## src/rtl/fetch_ctrl_pkg.sv

```systemverilog
`default_nettype none
// ============================================================================
// Module      : fetch_ctrl_pkg
// Description : Shared types and constants for the IF-stage fetch controller.
// Revision    : 1.0 - initial release
// ============================================================================
package fetch_ctrl_pkg;

    // Controller sequencing states
    typedef enum logic [1:0] {
        IDLE    = 2'd0,
        RUN     = 2'd1,
        DISCARD = 2'd2
    } state_t;

    // Instruction loaded into IF/ID when it is flushed (addi x0, x0, 0)
    localparam logic [31:0] NOP_INSTR = 32'h0000_0013;

endpackage
`default_nettype wire

```

## src/rtl/fetch_ctrl_sat_counter.sv

```systemverilog
`default_nettype none
// ============================================================================
// Module      : sat_counter
// Description : Up-counter that sticks at all-ones instead of wrapping.
// Revision    : 1.0 - initial release
// ============================================================================
module sat_counter #(
    parameter int W = 16
) (
    input  logic         clk,
    input  logic         rst,
    input  logic         inc,
    output logic [W-1:0] count
);

    // Count enabled cycles, holding once the counter is full
    always_ff @(posedge clk) begin
        if (rst) begin
            count <= '0;
        end else if (inc && (count != {W{1'b1}})) begin
            count <= count + 1'b1;
        end
    end

endmodule
`default_nettype wire

```

## src/rtl/fetch_ctrl.sv

```systemverilog
`default_nettype none
// ============================================================================
// Module      : fetch_ctrl
// Description : IF-stage sequencing controller. Arbitrates EX redirects,
//               decode load-use stalls and imem wait states, driving the PC
//               enable/mux and the IF/ID enable/flush. Holds one pending
//               redirect target and three saturating performance counters.
// Revision    : 1.0 - initial release
// ============================================================================
module fetch_ctrl
    import fetch_ctrl_pkg::*;
#(
    parameter logic [31:0] RESET_PC = 32'h0000_0000,
    parameter int          CNT_W    = 16
) (
    input  logic             clk,
    input  logic             rst,
    input  logic             pc_sel_ex,
    input  logic [31:0]      pc_ex,
    input  logic             stall_dec,
    input  logic             imem_ready,
    output logic             imem_req,
    output logic             pc_en,
    output logic             pc_sel,
    output logic [31:0]      pc_target,
    output logic             if_en,
    output logic             if_flush,
    output logic [CNT_W-1:0] stall_cnt,
    output logic [CNT_W-1:0] flush_cnt,
    output logic [CNT_W-1:0] wait_cnt
);

    state_t      r_state;
    logic [31:0] r_redirect_q;

    state_t      w_state;
    state_t      w_next_state;
    logic        w_load_rq;
    logic        w_stall_inc;
    logic        w_flush_inc;
    logic        w_wait_inc;

    // While reset is held the outputs decode as IDLE regardless of the state
    // register, so the datapath sees a quiet fetch stage immediately.
    assign w_state = rst ? IDLE : r_state;

    // Mealy decode of the datapath controls, next state and counter strobes.
    // imem_req depends on state only, keeping imem_ready out of its cone.
    always_comb begin
        imem_req     = 1'b0;
        pc_en        = 1'b0;
        pc_sel       = 1'b0;
        pc_target    = r_redirect_q;
        if_en        = 1'b1;
        if_flush     = 1'b1;
        w_next_state = r_state;
        w_load_rq    = 1'b0;
        w_stall_inc  = 1'b0;
        w_flush_inc  = 1'b0;
        w_wait_inc   = 1'b0;

        case (w_state)
            IDLE: begin
                pc_target    = RESET_PC;
                w_next_state = RUN;
            end

            RUN: begin
                imem_req   = 1'b1;
                // Every fetching cycle without a returned instruction is a wait
                w_wait_inc = ~imem_ready;
                if (pc_sel_ex) begin
                    w_flush_inc = 1'b1;
                    if (imem_ready) begin
                        pc_en     = 1'b1;
                        pc_sel    = 1'b1;
                        pc_target = pc_ex;
                    end else begin
                        // Fetch still in flight for the wrong path: remember
                        // the target and drop the returning instruction.
                        w_load_rq    = 1'b1;
                        w_next_state = DISCARD;
                    end
                end else if (stall_dec) begin
                    if_en       = 1'b0;
                    if_flush    = 1'b0;
                    w_stall_inc = 1'b1;
                end else if (imem_ready) begin
                    pc_en    = 1'b1;
                    if_flush = 1'b0;
                end
            end

            DISCARD: begin
                imem_req   = 1'b1;
                w_wait_inc = ~imem_ready;
                if (pc_sel_ex) begin
                    // Newest redirect supersedes the pending one
                    w_load_rq   = 1'b1;
                    w_flush_inc = 1'b1;
                end
                if (imem_ready) begin
                    pc_en        = 1'b1;
                    pc_sel       = 1'b1;
                    w_next_state = RUN;
                    if (pc_sel_ex) begin
                        pc_target = pc_ex;
                    end
                end
            end

            default: begin
                w_next_state = IDLE;
            end
        endcase
    end

    // State and pending-redirect target registers
    always_ff @(posedge clk) begin
        if (rst) begin
            r_state      <= IDLE;
            r_redirect_q <= RESET_PC;
        end else begin
            r_state <= w_next_state;
            if (w_load_rq) begin
                r_redirect_q <= pc_ex;
            end
        end
    end

    sat_counter #(.W(CNT_W)) u_stall_cnt (
        .clk   (clk),
        .rst   (rst),
        .inc   (w_stall_inc),
        .count (stall_cnt)
    );

    sat_counter #(.W(CNT_W)) u_flush_cnt (
        .clk   (clk),
        .rst   (rst),
        .inc   (w_flush_inc),
        .count (flush_cnt)
    );

    sat_counter #(.W(CNT_W)) u_wait_cnt (
        .clk   (clk),
        .rst   (rst),
        .inc   (w_wait_inc),
        .count (wait_cnt)
    );

endmodule
`default_nettype wire

```

## config.mk

```make
export PLATFORM = sky130hd
export DESIGN_NAME = fetch_ctrl
export DESIGN_NICKNAME = d
export VERILOG_FILES = /design/src/rtl/fetch_ctrl_pkg.sv /design/src/rtl/fetch_ctrl_sat_counter.sv /design/src/rtl/fetch_ctrl.sv
export SDC_FILE = /design/constraint.sdc
export NUM_CORES = 1
export LEC_CHECK = 0
export CAP_MARGIN = 20
export CORE_UTILIZATION = 43
export DETAILED_ROUTE_END_ITERATION = 12
export GPL_ROUTABILITY_DRIVEN = 0
export PLACE_DENSITY = 0.76
export RECOVER_POWER = 100
export SYNTH_ARGS = -nofsm -noshare
export SYNTH_HDL_FRONTEND = slang
export SYNTH_SLANG_ARGS = --single-unit
```

## constraint.sdc

```tcl
create_clock -name clk -period 4 [get_ports clk]
set_input_delay 1.2 -clock clk [delete_from_list [all_inputs] [get_ports clk]]
set_output_delay 1.2 -clock clk [all_outputs]
set_load 0.02 [all_outputs]
```

==> impl_metrics.env <==
export IMPL_hold_buffers=0
export IMPL_maxSlewHeadroom_pct=40.3
export IMPL_io_pins=122
export IMPL_power_density_mw_per_mm2=279
export IMPL_grt_pass1_wl_mm=18.9
export IMPL_antenna_cells=0
export IMPL_hold_path_depth=2
export IMPL_cts_buffer_depth=2
export IMPL_period_minus_slack_ns=3.94
export IMPL_grt_start_max_net_pins=86
export IMPL_yosysSeqAreaShare_pct=38.7
export IMPL_outcome="finished, final reports clean"
export IMPL_synth_compound_area_share_pct=19.2
export IMPL_worst_slew_pin_transition_ns=0.895
export IMPL_grt_pass1_vias=4146
export IMPL_worstSetupPathType="primary input to primary output"
export IMPL_drive_gt1_share_pct=11.6
export IMPL_worstSetupStartpointType="primary input"
export IMPL_cap_violations=0
export IMPL_clock_sinks=82
export IMPL_track_usage_pct=22.7
export IMPL_mostFrequentLayoutCell="nand2_1"
export IMPL_syn_nets=617
export IMPL_ir_worst_vdd_mv=0.138
export IMPL_synth_edf_count=0
export IMPL_final_setup_tns_ns=0
export IMPL_synthXorXnorAreaFrac_pct=0.826
export IMPL_rows=35
export IMPL_dp_cells=811
export IMPL_finalNonFillerCells=827
export IMPL_postRouteAntennaNets=0
export IMPL_dr_pass1_iters=5
export IMPL_final_max_slew_viol_count=0
export IMPL_async_flop_share_pct=0
export IMPL_rr_worst_depth=9
export IMPL_syn_area_mm2=0.00424
export IMPL_leakagePower_nw=2.01
export IMPL_r2r_start="r_state[1]"
export IMPL_antenna_found_initial=0
export IMPL_avgSynthCellArea_um2=7.40
export IMPL_syn2layout_area_growth_pct=37.0
export IMPL_layout_common_cells="154 x nand2_1, 82 x dfxtp_1, 75 x a21oi_1"
export IMPL_min_path_type="flop to flop"
export IMPL_setup_violations=0
export IMPL_final_nets=737
export IMPL_final_util_pct=61.7
export IMPL_h_tree_depth=3
export IMPL_worstSetupEndpointType="primary output"
export IMPL_portBuffers=121
export IMPL_hold_start="r_redirect_q[27]"
export IMPL_drc=0
export IMPL_vias_per_cell=5.48
export IMPL_dieArea_mm2=0.0103
export IMPL_rrSetupSlack_ns=1.35
export IMPL_ys_warn_count=0
export IMPL_clock_skew_ns=0.0133
export IMPL_finalCritPeriodShare_pct=98.4
export IMPL_cts_tree="built"
export IMPL_clkLatencyLatePin_ns=0.35
export IMPL_die_y_um=101
export IMPL_dp_hpwl_mm=8.09
export IMPL_cp_startpoint="rst"
export IMPL_synth_adder_area_share_pct=2.06
export IMPL_synth_ff_type="dfxtp_1"
export IMPL_clk_pin_slew_ns=0.07
export IMPL_timing_rr_end="u_flush_cnt.count[15]"
export IMPL_timing_fmax_mhz=254
export IMPL_critPathArrivalTime_ns=2.74
export IMPL_overflow=0
export IMPL_root_buffer="clkbuf_8"
export IMPL_vias=4531
export IMPL_start_util_pct=45.1
export IMPL_wl_mm=11.8
export IMPL_critPathMaxFanout=32
export IMPL_hold_path_end="r_redirect_q[27]"
export IMPL_drt_iter0_drc=164
export IMPL_core_mm2=0.00942
export IMPL_rsz0062_at_grt="false"
export IMPL_synth_top_family_by_area="simple AND/OR/NAND/NOR gates"
export IMPL_synth_cell_types=44
export IMPL_postSynthCellCount=573
export IMPL_die_w_um=101
export IMPL_yosys_area_share_simple_pct=33.4
export IMPL_ys_seq_elements=82
export IMPL_post_drt_wl_per_cell_um=14.2
export IMPL_synth_mux_area_share_pct=2.03
export IMPL_cts_buffers=9
export IMPL_final_hold_viol_count=0
export IMPL_crit_required_ns=2.80
[critical path: stages]
cell	delay [ns]
buf_2	0.09
inv_1	0.07
nand2_1	0.09
inv_1	0.07
ha_1	0.24
or2_2	0.33
buf_12	0.17
nand2_1	0.09
a21oi_2	0.05
dlygate4sd2_1	0.32
[per-stage QoR]
step	worst slack, ns	power [W]	hold WS [ns]	instance area (µm²)
finish	0.0632	0.00162	0.458	5810
floorplan	-0.0107	0.000957	0.437	4370
global route	0.00126	0.00169	0.478	5810
global placement	-0.201	0.00106	0.442	5790
CTS	0.0275	0.00165	0.459	5950
detailed placement	-0.232	0.00107	0.448	5800
[layer usage]
layer  track usage [%]  share of wire (%)  routed length (µm)
met1              28.2                 46                5370
met2              39.8                 48                5620
met3              3.86                5.2                 616
met4              7.69                1.4                 160
met5                 0                  0                   0
[registers in the layout, indices dropped and copies added (netlist names)]
name               count
r_redirect_q          32
u_flush_cnt.count     16
u_stall_cnt.count     16
u_wait_cnt.count      16
r_state                2
[repair_timing]
action,4_1_cts,5_1_grt
setup buffers,0,0
setup endpoints to repair,34,34
gates resized for setup,34,55
cloned,0,0
[synthesized netlist by cell type, types with 3 or more instances]
master | number | area [µm²]
and3_1 | 4 | 25.0
nor4_1 | 3 | 18.8
buf_1 | 3 | 11.3
nand2b_1 | 3 | 18.8
dfxtp_1 | 82 | 1640
nand3_1 | 13 | 65.1
o31ai_1 | 20 | 150
mux2i_1 | 3 | 30.0
clkbuf_1 | 27 | 101
nand4_1 | 15 | 93.8
mux2_2 | 5 | 56.3
or3_1 | 16 | 100
a21oi_1 | 103 | 515
nor2_1 | 16 | 60.1
o21ai_0 | 15 | 75.1
inv_1 | 10 | 37.5
nand2_1 | 155 | 582
and4_1 | 4 | 35.0
ha_1 | 7 | 87.6
nor3_1 | 9 | 45.0
or4_1 | 18 | 135
nor2b_1 | 11 | 68.8
[layout make-up]
cell class              instances  area [µm²]
clock inverters                 6        65.1
inverters                      10        37.5
well taps                     129         161
clock buffers                  10         128
repair buffers                141        1230
flip-flops and latches         82        1640
fillers                       911        3600
multi-input cells             449        2540
[worst max-delay path by stage]
stage                    end  slack, ns
2_1_floorplan   pc_target[0]      -0.01
3_3_place_gp    pc_target[9]      -0.20
3_5_place_dp    pc_target[6]      -0.23
4_1_cts         pc_target[6]       0.03
5_1_grt        pc_target[22]      0.001
6_report       pc_target[22]       0.06
[where the power goes]
part | internal, W | switching [W]
logic | 0.0000841 | 0.000116
clock network | 0.000290 | 0.000300
registers | 0.000823 | 0.00000657
[cells by family (layout without fill, tap and decap cells)]
family          Yosys count  after routing
buf+inv                  42            167
simple gates            283            283
mux                       8              8
compound gates          147            147
xor+xnor                  4              4
flops                    82             82
fa+ha+maj                 7              7
(Power assumes the default switching activity.)
